### config.mk
export PLATFORM = sky130hd
export DESIGN_NAME = turn_input_ctrl
export DESIGN_NICKNAME = d
export VERILOG_FILES = /design/src/rtl/turn_input_ctrl_pkg.sv /design/src/rtl/turn_input_ctrl_debounce.sv /design/src/rtl/turn_input_ctrl.sv
export SDC_FILE = /design/constraint.sdc
export NUM_CORES = 1
export LEC_CHECK = 0
export ABC_AREA = 1
export BUFFER_PORTS_ARGS = -buffer_cell sky130_fd_sc_hd__buf_2
export CAP_MARGIN = 20
export CORE_MARGIN = 3
export CORE_UTILIZATION = 50
export DETAILED_ROUTE_END_ITERATION = 7
export GPL_ROUTABILITY_DRIVEN = 1
export GPL_TIMING_DRIVEN = 0
export PLACE_DENSITY = 0.67
export SYNTH_ARGS = -nofsm -noshare
export SYNTH_HDL_FRONTEND = slang
export SYNTH_HIERARCHICAL = 1
export SYNTH_SLANG_ARGS = --single-unit
### constraint.sdc
create_clock -name clock -period 2.25 [get_ports clock]
set_clock_uncertainty 0.05 [all_clocks]
set_input_delay 0.45 -clock clock [delete_from_list [all_inputs] [get_ports clock]]
set_output_delay 0.45 -clock clock [all_outputs]
set_load 0.005 [all_outputs]
### src/rtl/turn_input_ctrl_pkg.sv
// Shared definitions for the turn-signal front end and the downstream blink sequencer.
package turn_input_ctrl_pkg;

    typedef logic [1:0] mode_t;

    localparam mode_t MODE_OFF    = 2'd0;
    localparam mode_t MODE_LEFT   = 2'd1;
    localparam mode_t MODE_RIGHT  = 2'd2;
    localparam mode_t MODE_HAZARD = 2'd3;

    typedef enum logic [1:0] {
        TURN_OFF   = 2'd0,
        TURN_LEFT  = 2'd1,
        TURN_RIGHT = 2'd2
    } turn_state_t;

    // Map the remembered turn selection onto the visible mode encoding.
    function automatic mode_t turn_to_mode(input turn_state_t s);
        case (s)
            TURN_LEFT:  return MODE_LEFT;
            TURN_RIGHT: return MODE_RIGHT;
            default:    return MODE_OFF;
        endcase
    endfunction

endpackage

### src/rtl/turn_input_ctrl_debounce.sv
// Two-flop synchroniser followed by a stability counter. The output only
// follows the input after it has disagreed for DEBOUNCE_CYCLES straight cycles.
module turn_input_ctrl_debounce #(
    parameter int   DEBOUNCE_CYCLES = 500000,
    parameter logic RST_VAL         = 1'b0
) (
    input  logic clock,
    input  logic reset_n,
    input  logic din,
    output logic dout
);

    localparam int CW = $clog2(DEBOUNCE_CYCLES + 1);
    localparam logic [CW-1:0] CNT_LAST = CW'(DEBOUNCE_CYCLES - 1);

    logic          sync1;
    logic          sync2;
    logic [CW-1:0] cnt;

    // Bring the asynchronous pin into the clock domain; preset to the idle level.
    always_ff @(posedge clock or negedge reset_n) begin
        if (!reset_n) begin
            sync1 <= RST_VAL;
            sync2 <= RST_VAL;
        end else begin
            sync1 <= din;
            sync2 <= sync1;
        end
    end

    // Count consecutive disagreeing cycles; any agreeing cycle restarts the count.
    always_ff @(posedge clock or negedge reset_n) begin
        if (!reset_n) begin
            cnt  <= '0;
            dout <= RST_VAL;
        end else if (sync2 == dout) begin
            cnt <= '0;
        end else if (cnt == CNT_LAST) begin
            cnt  <= '0;
            dout <= sync2;
        end else begin
            cnt <= cnt + CW'(1);
        end
    end

endmodule

### src/rtl/turn_input_ctrl.sv
// Turn-signal input front end: conditions the pushbutton and hazard switch,
// tracks the requested mode, and produces the blink step enable plus a
// sequence-clear pulse whenever the visible mode changes.
//
// turn_state | meaning
// TURN_OFF   | no turn requested
// TURN_LEFT  | left blinker requested
// TURN_RIGHT | right blinker requested
// (hazard is an override on top of turn_state, not a state of its own)
module turn_input_ctrl
    import turn_input_ctrl_pkg::*;
#(
    parameter int CLK_HZ          = 50000000,
    parameter int STEP_HZ         = 4,
    parameter int DEBOUNCE_CYCLES = 500000
) (
    input  logic       clock,
    input  logic       reset_n,
    input  logic       turn_btn,
    input  logic       hazard_sw,
    output logic [1:0] mode,
    output logic       step,
    output logic       seq_clear
);

    localparam int DIV = CLK_HZ / STEP_HZ;
    localparam int DW  = (DIV > 1) ? $clog2(DIV) : 1;
    localparam logic [DW-1:0] DIV_LAST = DW'(DIV - 1);

    logic          btn_db;
    logic          sw_db;
    logic          btn_db_q;
    logic          sw_db_q;
    logic          press_ok;
    logic          mode_chg;
    mode_t         mode_nxt;
    turn_state_t   turn_state;
    turn_state_t   turn_state_nxt;
    logic [DW-1:0] div_cnt;

    // Button idles high (active-low), so it is preset released.
    turn_input_ctrl_debounce #(
        .DEBOUNCE_CYCLES(DEBOUNCE_CYCLES),
        .RST_VAL        (1'b1)
    ) u_btn_db (
        .clock  (clock),
        .reset_n(reset_n),
        .din    (turn_btn),
        .dout   (btn_db)
    );

    turn_input_ctrl_debounce #(
        .DEBOUNCE_CYCLES(DEBOUNCE_CYCLES),
        .RST_VAL        (1'b0)
    ) u_sw_db (
        .clock  (clock),
        .reset_n(reset_n),
        .din    (hazard_sw),
        .dout   (sw_db)
    );

    // Previous debounced values for edge detection.
    always_ff @(posedge clock or negedge reset_n) begin
        if (!reset_n) begin
            btn_db_q <= 1'b1;
            sw_db_q  <= 1'b0;
        end else begin
            btn_db_q <= btn_db;
            sw_db_q  <= sw_db;
        end
    end

    // Next turn selection, visible mode, and change detect. A press is dropped
    // if hazard is on or toggles in the same cycle, so hazard always wins.
    always_comb begin
        press_ok       = btn_db_q & ~btn_db & ~sw_db & ~sw_db_q;
        turn_state_nxt = turn_state;
        if (press_ok) begin
            case (turn_state)
                TURN_OFF:   turn_state_nxt = TURN_LEFT;
                TURN_LEFT:  turn_state_nxt = TURN_RIGHT;
                TURN_RIGHT: turn_state_nxt = TURN_OFF;
                default:    turn_state_nxt = TURN_OFF;
            endcase
        end
        mode_nxt = sw_db ? MODE_HAZARD : turn_to_mode(turn_state_nxt);
        mode_chg = (mode_nxt != mode);
    end

    // Turn state, registered mode, and the one-cycle clear on any mode change.
    always_ff @(posedge clock or negedge reset_n) begin
        if (!reset_n) begin
            turn_state <= TURN_OFF;
            mode       <= MODE_OFF;
            seq_clear  <= 1'b0;
        end else begin
            turn_state <= turn_state_nxt;
            mode       <= mode_nxt;
            seq_clear  <= mode_chg;
        end
    end

    // Blink-rate divider; a mode change restarts it and swallows a coincident step.
    always_ff @(posedge clock or negedge reset_n) begin
        if (!reset_n) begin
            div_cnt <= '0;
            step    <= 1'b0;
        end else begin
            step <= (div_cnt == DIV_LAST) && !mode_chg;
            if (mode_chg || (div_cnt == DIV_LAST)) begin
                div_cnt <= '0;
            end else begin
                div_cnt <= div_cnt + DW'(1);
            end
        end
    end

endmodule

==> summary.md <==
| Metric | Value |
|---|---|
| IO Port Bufs | `7` |
| GRT overflow | `0` |
| Biggest cell delay along the critical path | `roughly 390 ps` |
| Power share of the sequential group | `around 58%` |
| Tot GR Track Use | `17.2%` |
| Clk slew on worst S/H paths | `about 90 ps` |
| Via/cell ratio | `4.92` |
| Power Internal | `around 1.8 mW` |
| P&R area growth vs syn | `9.03%` |
| GR Util met2 | `27.9%` |
| R2R depth | `9` |
| Run status | `finished, final reports clean` |
| Sequential area share after synthesis | `between 40 and 50%` |
| Fmax | `554 MHz` |
| Min Tclk post-route | `1800 ps` |
| Largest area contributor in the netlist | `dfrtp_1` |
| Worst Path Arrival | `~2000 ps` |
| CTS Buffer Depth | `2` |
| Overall Power | `2.40 mW` |
| Warnings, synthesis | `6` |
| Synth top cells by count | `nand2_1 (92), nor2_1 (91), dfrtp_1 (72), inv_1 (55), nand3_1 (35)` |
| CP bufs+invs | `1` |
| Critical-path cell list | `ha_1, nand2_1, nor2_2, nand3_1, nor2_2, nand4_2, nand3_4, buf_12, nor2_2` |
| Synth area leaders | `dfrtp_1 (43%), nand2_1 (8.2%), nor2_1 (8.1%)` |
| Die area | `9560 um^2` |
| Post-Route WL | `about 7.6 mm` |
| Clk sinks | `76` |
| Worst setup SP type | `register` |
| Die height | `between 90 and 100 um` |
| Nets | `535` |
| GR Util met3 | `3.79%` |
| Drt initial violations | `127` |
| Top-level I/O count | `8` |
| Syn Inst Count | `508` |
| Reg-to-reg critical path startpoint | `div_cnt[0]$_DFF_PN0_` |
| # setup viols final | `0` |
| Post-synthesis cell type count | `31` |
| Max-Cap Viols | `0` |
| Yosys top cell area share | `a little over two fifths` |
| Critical path depth in cells | `9` |
| Residual DRC | `0` |
| RSZ-0062 raised after global routing | `no` |
| Most frequent CP cell | `nor2_2` |
| Synth Net Count | `515` |
| Crit Path Class | `reg2reg` |
| Most frequent cell after synthesis | `nand2_1` |
| Initial antenna violation count | `0` |
| EDFF count, synth | `0` |
| Syn Std Cell Area | `4210 um^2` |
| Static leakage | `2.05 nW` |
| Final hold viol count | `0` |
| Core box area | `roughly 8000 um^2` |
| Clock share of power | `39.1%` |
| Share of post-route cells with drive strength above 1 | `20.5%` |
| Final GP Congestion | `0.892` |
| Switching share of power | `23.5%` |
| Total CTS buffers | `9` |
| Element type at the critical path end | `register` |
| First-pass GRT wire length | `13.7 mm` |
| Clk Latency, worst-skew pair | `340 ps` |
| H-tree Lvls | `3` |
| Total negative slack | `0 ps` |
| Setup Fix Bufs, Post-CTS | `0` |
| Crit path capture | `div_cnt[19]$_DFF_PN0_` |
| Row cnt | `32` |
| Worst Hold Class | `in2reg` |
| Via count | `3124` |
| DR pass1 iterations | `4` |
| Worst slew pin tran | `around 380 ps` |
| Fill count | `727` |
| VDD IR max | `approximately 280 uV` |
| Critical Path RT | `2420 ps` |
| Vias in the first global route | `3100` |
| CP Launch Point | `div_cnt[0]$_DFF_PN0_` |
| Diode count | `0` |
| Final Cycle Share | `80.2%` |
| Gate power share | `3.0%` |
| #FFs+latches synth | `76` |
| Pwr dens | `522 nW/um^2` |
| CTS tree | `built` |
| Rel. slew slack | `74.8%` |
| Max-slew violations | `0` |
| Final ANT Viol Nets | `0` |
| Switch Pwr | `0.564 mW` |
| GRT met1 Usage | `23.1%` |
| Grt peak-use layer | `met2` |
| CP max stage cell | `dfrtp_1` |
| Delay-heaviest family, CP | `simple AND/OR/NAND/NOR gates` |
| R2R Path End | `div_cnt[19]$_DFF_PN0_` |
| Clock root cell | `clkbuf_8` |
| Starting Density | `52.8%` |
| DP HPWL | `roughly 5.7 mm` |
| FFs w/ async S/R, synth | `100%` |
| Main flop type after synthesis | `dfrtp_1` |
| R2r setup slk | `around 450 ps` |
| Syn_area_per_cell | `8.29 um^2` |
| Drt wl/cell | `around 12 um` |
| CP Max Fanout | `10` |
| Die width | `just under 100 um` |
| Largest net degree at the start of global routing | `52` |
-- layer usage --
metal | wire length [um] | up-vias
li1 | - | 1621
met1 | 3730 | 1448
met2 | 3500 | 46
met3 | 234 | 9
met4 | 95 | 0
met5 | 0 | -
-- power by group through the flow --
stage / combinational [mW] / clock, mW / sequential, mW
final: 0.0730 / 0.936 / 1.39
after floorplan: 0.0312 / 0 / 1.41
after detailed placement: 0.0757 / 0 / 1.41
after CTS: 0.0767 / 0.983 / 1.39
after global routing: 0.0846 / 1.04 / 1.39
after global placement: 0.0667 / 0 / 1.41
-- logic make-up (layout without fill, tap and decap cells) --
family                     after synthesis  after routing  share of synthesized area, %
and+or+nand+nor                        312            312                          37.3
DFF                                     76             76                          45.3
buffers and inverters                   62             87                          6.18
xor gates and xnor gates                37             37                          8.05
AOI/OAI and AO/OA                       18             18                          2.26
adders and majority gates                3              3                         0.892
-- worst reg2reg max path, delay by kind of cell (launching register included) --
kind | cells | cell delay, ps
buffers and inverters | 1 | 170
and+or+nand+nor | 7 | 860
adders and majority gates | 1 | 230
DFF | 1 | 390
-- worst min-delay path by stage --
stage                                        start                        to  slack [ps]  depth (start not counted)
after floorplan                            reset_n      div_cnt[0]$_DFF_PN0_         100                          0
after global placement     u_sw_db/sync1$_DFF_PN0_   u_sw_db/sync2$_DFF_PN0_         280                          0
after detailed placement  u_btn_db/sync1$_DFF_PN1_  u_btn_db/sync2$_DFF_PN1_         310                          0
after CTS                                 turn_btn  u_btn_db/sync1$_DFF_PN1_         130                          1
after global routing                      turn_btn  u_btn_db/sync1$_DFF_PN1_         130                          1
final                                    hazard_sw   u_sw_db/sync1$_DFF_PN0_         150                          1
-- metrics by stage --
stage                     hold slack (ps)  util (%)  setup WS, ps  area [um^2]  instances
after global placement                281      54.9           179         4370        617
after detailed placement              309      55.3           441         4400        618
after global routing                  132      57.6           272         4590        635
final                                 154      57.6           446         4590        635
after CTS                             131      57.6           429         4590        635
after floorplan                       104         -           667         4210        508
-- flip-flops by register name, indices dropped and copies added, names as in the netlist, 2 cells and up --
| name | cells |
|---|---|
| turn_state | 2 |
| mode | 2 |
| u_sw_db/cnt | 19 |
| u_btn_db/cnt | 19 |
| div_cnt | 24 |
-- cells in the final DEF, fill, tap and decap left out, types with 2 or more instances in the layout --
cell type / Yosys / layout
a21oi_1: 6 / 6
buf_2: 0 / 6
clkbuf_8: 0 / 10
clkinvlp_4: 0 / 3
dfrtp_1: 72 / 72
dfstp_2: 4 / 4
ha_1: 3 / 3
inv_1: 55 / 55
inv_2: 5 / 5
nand2_1: 92 / 92
nand2_2: 19 / 19
nand2_4: 2 / 2
nand3_1: 35 / 35
nand3_2: 3 / 3
nand3b_1: 2 / 2
nand4_1: 9 / 9
nor2_1: 91 / 91
nor2_2: 30 / 30
nor2_4: 11 / 11
nor3_1: 8 / 8
nor3b_2: 4 / 4
nor4_1: 2 / 2
o21a_1: 2 / 2
o21ai_0: 2 / 2
o21ai_1: 8 / 8
xnor2_1: 11 / 11
xor2_1: 24 / 24
xor2_2: 2 / 2
-- repair_timing --
item,in CTS,in global routing
gates resized for setup,0,0
endpoints found under the hold margin,23,0
hold buffers,1,0
setup endpoints to repair,0,0
-- cell type report --
type	count	area, um^2	share of cell area (%)
buffer	2	35.0	0.763
clock buffer	11	141	3.08
clock inverter	5	36.3	0.790
inverter	60	225	4.91
multi-input combinational	370	2040	44.5
sequential	76	1910	41.5
tap	102	128	2.78
timing repair buffer	9	75.1	1.64
No activity file was read; power rests on OpenSTA's default activity.
